--- config.mk ---
export PLATFORM = sky130hd
export DESIGN_NAME = fx_square_rebuild_flat
export DESIGN_NICKNAME = d
export VERILOG_FILES = /design/src/rtl/fx_square_rebuild_if.sv /design/src/rtl/fx_square_rebuild.sv /design/src/flat_wrapper.sv
export SDC_FILE = /design/constraint.sdc
export NUM_CORES = 1
export LEC_CHECK = 0
export BUFFER_PORTS_ARGS = -buffer_cell sky130_fd_sc_hd__buf_2
export CAP_MARGIN = 25
export CORE_MARGIN = 2
export CORE_UTILIZATION = 30
export DETAILED_ROUTE_END_ITERATION = 8
export GPL_TIMING_DRIVEN = 0
export HOLD_SLACK_MARGIN = 0.15
export PLACE_DENSITY = 0.44
export SKIP_LAST_GASP = 1
export SLEW_MARGIN = 20
export SYNTH_ARGS = -nofsm -noshare
export SYNTH_HDL_FRONTEND = slang
export SYNTH_SLANG_ARGS = --single-unit
export TNS_END_PERCENT = 10
--- constraint.sdc ---
create_clock -name clk -period 4.71 [get_ports clk]
set_input_delay 0.942 -clock clk [delete_from_list [all_inputs] [get_ports clk]]
set_output_delay 0.942 -clock clk [all_outputs]
set_load 0.01 [all_outputs]
--- src/rtl/fx_square_rebuild_if.sv ---
// Handshake and operand/result bundle for the iterative fixed-point squarer.
// Requester drives start/root/rem; the squarer returns busy/done and the rebuilt radicand.
interface fx_square_rebuild_if #(
    parameter int WIDTH = 32
);
    logic             start;
    logic             busy;
    logic             done;
    logic [WIDTH-1:0] root;
    logic [WIDTH-1:0] rem;
    logic [WIDTH-1:0] rad;
    logic             ovf;
    logic             inexact;

    modport master (
        output start, root, rem,
        input  busy, done, rad, ovf, inexact
    );

    modport slave (
        input  start, root, rem,
        output busy, done, rad, ovf, inexact
    );
endinterface

--- src/rtl/fx_square_rebuild.sv ---
// Iterative shift-add squarer: rebuilds rad = (root*root + rem) >> FBITS in WIDTH cycles,
// flagging integer overflow and a nonzero discarded fraction.
module fx_square_rebuild #(
    parameter int WIDTH = 32,
    parameter int FBITS = 16
) (
    input  logic                 clk,
    input  logic                 rst_n,
    fx_square_rebuild_if.slave   sq
);
    localparam int AW    = 2 * WIDTH + 1;
    localparam int CNT_W = $clog2(WIDTH);
    localparam logic [CNT_W-1:0] LAST = CNT_W'(WIDTH - 1);

    typedef enum logic {IDLE, CALC} state_t;

    state_t           state_q, state_d;
    logic [WIDTH-1:0] m_q, m_d;
    logic [AW-1:0]    b_q, b_d;
    logic [AW-1:0]    acc_q, acc_d;
    logic [CNT_W-1:0] i_q, i_d;
    logic [WIDTH-1:0] rad_q, rad_d;
    logic             ovf_q, ovf_d;
    logic             inexact_q, inexact_d;
    logic             done_q, done_d;
    logic [AW-1:0]    sum;

    always_ff @(posedge clk) begin
        if (!rst_n) begin
            state_q   <= IDLE;
            m_q       <= '0;
            b_q       <= '0;
            acc_q     <= '0;
            i_q       <= '0;
            rad_q     <= '0;
            ovf_q     <= 1'b0;
            inexact_q <= 1'b0;
            done_q    <= 1'b0;
        end else begin
            state_q   <= state_d;
            m_q       <= m_d;
            b_q       <= b_d;
            acc_q     <= acc_d;
            i_q       <= i_d;
            rad_q     <= rad_d;
            ovf_q     <= ovf_d;
            inexact_q <= inexact_d;
            done_q    <= done_d;
        end
    end

    // The last step's add is folded into the result capture, so sum feeds both paths.
    always_comb begin
        state_d   = state_q;
        m_d       = m_q;
        b_d       = b_q;
        acc_d     = acc_q;
        i_d       = i_q;
        rad_d     = rad_q;
        ovf_d     = ovf_q;
        inexact_d = inexact_q;
        done_d    = 1'b0;
        sum       = acc_q + (m_q[0] ? b_q : '0);

        unique case (state_q)
            IDLE: begin
                if (sq.start) begin
                    m_d     = sq.root;
                    b_d     = {{(AW - WIDTH){1'b0}}, sq.root};
                    acc_d   = {{(AW - WIDTH){1'b0}}, sq.rem};
                    i_d     = '0;
                    state_d = CALC;
                end
            end
            CALC: begin
                acc_d = sum;
                m_d   = m_q >> 1;
                b_d   = b_q << 1;
                i_d   = i_q + CNT_W'(1);
                if (i_q == LAST) begin
                    rad_d     = sum[WIDTH+FBITS-1:FBITS];
                    ovf_d     = |sum[AW-1:WIDTH+FBITS];
                    inexact_d = |sum[FBITS-1:0];
                    done_d    = 1'b1;
                    i_d       = '0;
                    state_d   = IDLE;
                end
            end
            default: state_d = IDLE;
        endcase
    end

    assign sq.busy    = (state_q == CALC);
    assign sq.done    = done_q;
    assign sq.rad     = rad_q;
    assign sq.ovf     = ovf_q;
    assign sq.inexact = inexact_q;
endmodule

--- src/flat_wrapper.sv ---
// flat-port wrapper written by rule: the top's interface ports become plain ports
module fx_square_rebuild_flat 
#(
    parameter int WIDTH = 32,
    parameter int FBITS = 16
)
  (clk, rst_n, sq_start, sq_root, sq_rem, sq_busy, sq_done, sq_rad, sq_ovf, sq_inexact);
  fx_square_rebuild_if #(.WIDTH(WIDTH)) sq_i ();
  input  logic clk;
  input  logic rst_n;
  input wire logic [$bits(sq_i.start)-1:0] sq_start;
  input wire logic [$bits(sq_i.root)-1:0] sq_root;
  input wire logic [$bits(sq_i.rem)-1:0] sq_rem;
  output wire logic [$bits(sq_i.busy)-1:0] sq_busy;
  output wire logic [$bits(sq_i.done)-1:0] sq_done;
  output wire logic [$bits(sq_i.rad)-1:0] sq_rad;
  output wire logic [$bits(sq_i.ovf)-1:0] sq_ovf;
  output wire logic [$bits(sq_i.inexact)-1:0] sq_inexact;
  assign sq_i.start = sq_start;
  assign sq_i.root = sq_root;
  assign sq_i.rem = sq_rem;
  assign sq_busy = sq_i.busy;
  assign sq_done = sq_i.done;
  assign sq_rad = sq_i.rad;
  assign sq_ovf = sq_i.ovf;
  assign sq_inexact = sq_i.inexact;
  fx_square_rebuild #(.WIDTH(WIDTH), .FBITS(FBITS)) u_core (.clk(clk), .rst_n(rst_n), .sq(sq_i));
endmodule
==> metrics.md <==
| Metric | Value |
|---|---|
| GRT overflow | 0 |
| Number of design rule violations left after detail routing | 0 |
| Kind of critical path | flip-flop to flip-flop |
| Effective utilization at floorplan | 30.3% |
| Root Buffer | sky130_fd_sc_hd__clkbuf_16 |
| Critical path's slowest cell | sky130_fd_sc_hd__dfxtp_2 |
| Count of final max-slew check failures | 0 |
| Setup slack after layout | between 200 and 300 ps |
| Drt first pass iters | 5 |
| Final Cycle Share | 94.0% |
| Result of the run | finished, final reports clean |
| Critical Path Start Type | flip-flop |
| Crit path cell chain | clkbuf_1, and2_1, ha_1, fa_1, a211oi_1, o21ai_2, a211o_1, a21oi_2, o31ai_2, a211oi_2, xor2_1, nand4bb_1, nor4_1, and4b_1, a31oi_1 |
| CTS sink cnt | 203 |
| CP max FO | 12 |
| Die Footprint | roughly 43000 um2 |
| Largest net degree at the start of global routing | 15 |
| Post-synthesis cell count | between 1500 and 2000 |
| Launch instance of the worst register-to-register path | u_core.m_q[0] |
| Hold Path Class | flip-flop to flip-flop |
| Global-route usage over all layers | between 20% and 30% |
| Achievable clock frequency | about 0.23 GHz |
| Wire per inst | around 20 um |
| Synth unique cells | 70 |
| Sequential fraction of the synthesis area | 32.8% |
| CORE AREA | 40800 um2 |
| Delay of the slowest cell on the worst path | between 400 and 500 ps |
| Number of post-CTS setup repair buffers | 0 |
| Arrival time worst endpoint | approximately 4900 ps |
| Area delta synth->final | 17.1% |
| Deepest clock path buffer count | 3 |
| Setup repair after global routing missed its margin | false |
| Worst setup EP type | flip-flop |
| CTS tree | done |
| Total via count in the routed design | around 12000 |
| Depth of the worst hold-timing path | 2 |
| Proportion of layout cells with a drive suffix above 1 | 9.52% |
| Synth Net Count | approximately 1700 |
| Count of pins on the block boundary | 103 |
| Number of synthesized flops with an enable pin | 0 |
| FF+latch count, synth | 203 |
| Worst endpoint required time | between 5000 and 6000 ps |
| Final-report hold violation count | 0 |
| Number of antenna violations at the first check in global routing | 1 |
| Detailed placement HPWL | about 35000 um |
| Overall power after layout | ~4.6 mW |
| Main synth FF type | sky130_fd_sc_hd__dfxtp_1 |
| Vias/cell | around 5.3 |
| LEAKAGE | between 5 and 6 nW |
| Syn. warnings | 0 |
| Clock skew after layout | approximately 24 ps |
| Count of buffers from port buffering | just over 100 |
| Leading cell types in the layout, fill and taps excluded | 234 x sky130_fd_sc_hd__a21oi_1, 202 x sky130_fd_sc_hd__dfxtp_1, 175 x sky130_fd_sc_hd__nor2_1, 123 x sky130_fd_sc_hd__o21ai_0, 107 x sky130_fd_sc_hd__buf_2 |
| Endpoint of the worst-slack reg-to-reg timing path | u_core.sq.ovf |
| Initial DRC Count | just over 800 |
| Antenna-violating nets left | 0 |
| Time the final worst path needs with I/O delays and setup | around 4400 ps |
| Y dimension of the die | between 200 and 250 um |
| Combined buffer and inverter count along the critical path | 1 |
| Routability congestion estimate | 0.903 |
| Diodes inserted | 0 |
| R2R Setup Slk | about 280 ps |
| Async set-reset flop share out of synthesis | 0% |
| Clock-pin transition on the worst setup and hold timing paths | ~60 ps |
| Total of fill cells in the finished design | 4334 |
| Number of global-route vias before repair | 11400 |
| Post-place setup slack | -289 ps |
| Clock Latency Late Sink | around 570 ps |
| Power per cell area | 314 nW/um2 |
| Relative slew slack | a little under two fifths |
| Maximum resistive drop on vdd | ~250 uV |
| Slew at the pin with the worst max-slew slack | 949 ps |
| CTS buffer count | 26 |
| Overall routed net length | ~45000 um |
| Delay-heaviest family, CP | compound AO/OA/AOI/OAI gates |
| Wire length of the first global-routing pass | a little under 70000 um |
| Leading cell type in the layout, fill and taps excluded | sky130_fd_sc_hd__a21oi_1 |
| Worst Hold End | u_core.sq.rad[9] |
| Origin of the worst min-delay path | u_core.sq.rad[9] |
| Horizontal die dimension | 207 um |
| Cell area after technology mapping | ~12000 um2 |
| Number of standard-cell rows in the floorplan | 74 |
| Net count reported at finish | 1837 |
| Setup Viol. Count Final | 0 |
| H-tree level count | 1 |
| Reg2Reg Depth | 15 |
| Number of maximum-capacitance violations | 0 |
| Worst hold slack across all endpoints | slightly below 500 ps |
| Mean cell area of the mapped netlist | around 8 um2 |
per-stage QoR:
| stage | cell area (um2) | utilization (%) | cells | TNS (ps) |
|---|---|---|---|---|
| floorplan | 12400 | - | 1575 | 0 |
| global placement | 13600 | 33.2 | 2208 | -517 |
| detailed placement | 13600 | 33.2 | 2208 | -711 |
| CTS | 14500 | 35.5 | 2254 | 0 |
| global route | 14500 | 35.5 | 2254 | 0 |
| finish | 14500 | 35.5 | 2254 | 0 |
tightest hold or removal path: stages, from the launching register on:
cell	delay (ps)
sky130_fd_sc_hd__dfxtp_1	320
sky130_fd_sc_hd__a21oi_1	60
sky130_fd_sc_hd__nor2_1	70
Yosys cell counts (17+ instances only):
cell / count / share of area, %
sky130_fd_sc_hd__nor2b_1: 32 / 1.6
sky130_fd_sc_hd__nand2_1: 93 / 2.8
sky130_fd_sc_hd__ha_1: 66 / 6.7
sky130_fd_sc_hd__a211oi_1: 61 / 3.7
sky130_fd_sc_hd__clkbuf_1: 99 / 3.0
sky130_fd_sc_hd__dfxtp_1: 203 / 33
sky130_fd_sc_hd__and2_1: 80 / 4.0
sky130_fd_sc_hd__xor2_1: 31 / 2.2
sky130_fd_sc_hd__nor2_1: 175 / 5.3
sky130_fd_sc_hd__nor3b_1: 63 / 3.8
sky130_fd_sc_hd__o21ai_0: 123 / 5.0
sky130_fd_sc_hd__nand4_1: 27 / 1.4
sky130_fd_sc_hd__o21a_1: 17 / 1.0
sky130_fd_sc_hd__a21oi_1: 235 / 9.5
sky130_fd_sc_hd__mux2i_1: 69 / 5.6
sky130_fd_sc_hd__a21o_1: 18 / 1.1
sky130_fd_sc_hd__xnor2_1: 31 / 2.2
where the power goes:
| part | switching, mW | internal (mW) |
|---|---|---|
| combinational | 0.392 | 0.192 |
| sequential | 0.0551 | 1.80 |
| clock | 0.814 | 1.30 |
registers in the layout (all words and copies together) (netlist names):
signal	flops
u_core.sq.ovf	1
u_core.acc_q	65
u_core.sq.inexact	1
u_core.sq.done	1
u_core.m_q	32
u_core.sq.rad	32
u_core.sq.busy	1
u_core.b_q	65
u_core.i_q	5
layout make-up:
class	instances	area (um2)	area share, %
clock inverters	10	180	1.24
flip-flops and latches	203	4070	28.0
multi-input cells	1243	7870	54.3
plain buffers	115	439	3.03
well taps	532	666	4.59
repair buffers	101	505	3.48
inverters	13	48.8	0.336
clock buffers	37	732	5.04
worst max-delay path by stage:
stage | from | to | depth (start not counted)
global placement | u_core.m_q[0] | u_core.sq.ovf | 16
finish | u_core.m_q[0] | u_core.sq.ovf | 15
detailed placement | u_core.m_q[0] | u_core.sq.ovf | 15
floorplan | u_core.m_q[0] | u_core.sq.ovf | 16
CTS | u_core.m_q[0] | u_core.sq.ovf | 15
global route | u_core.m_q[0] | u_core.sq.ovf | 14
metal layers:
layer,vias up,GRT usage [%],wire [um]
met5,-,0,0
met4,0,4.41,912
met3,52,2.82,2070
met2,280,30.4,18600
met1,5637,30.7,23100
li1,5917,-,-
repair_timing:
action | CTS | global route
endpoints found under the setup margin | 7 | 5
hold buffers | 0 | 0
gates resized for setup | 2 | 6
cells by family after synthesis:
logic type,Yosys count,synth area share [%]
DFF,203,32.8
adders and majority gates,67,6.83
AOI/OAI and AO/OA,523,24.8
muxes,69,5.58
and+or+nand+nor,522,21.6
xor gates and xnor gates,62,4.38
buffers and inverters,129,3.97
Note: power is estimated with default switching activity, not from simulation.
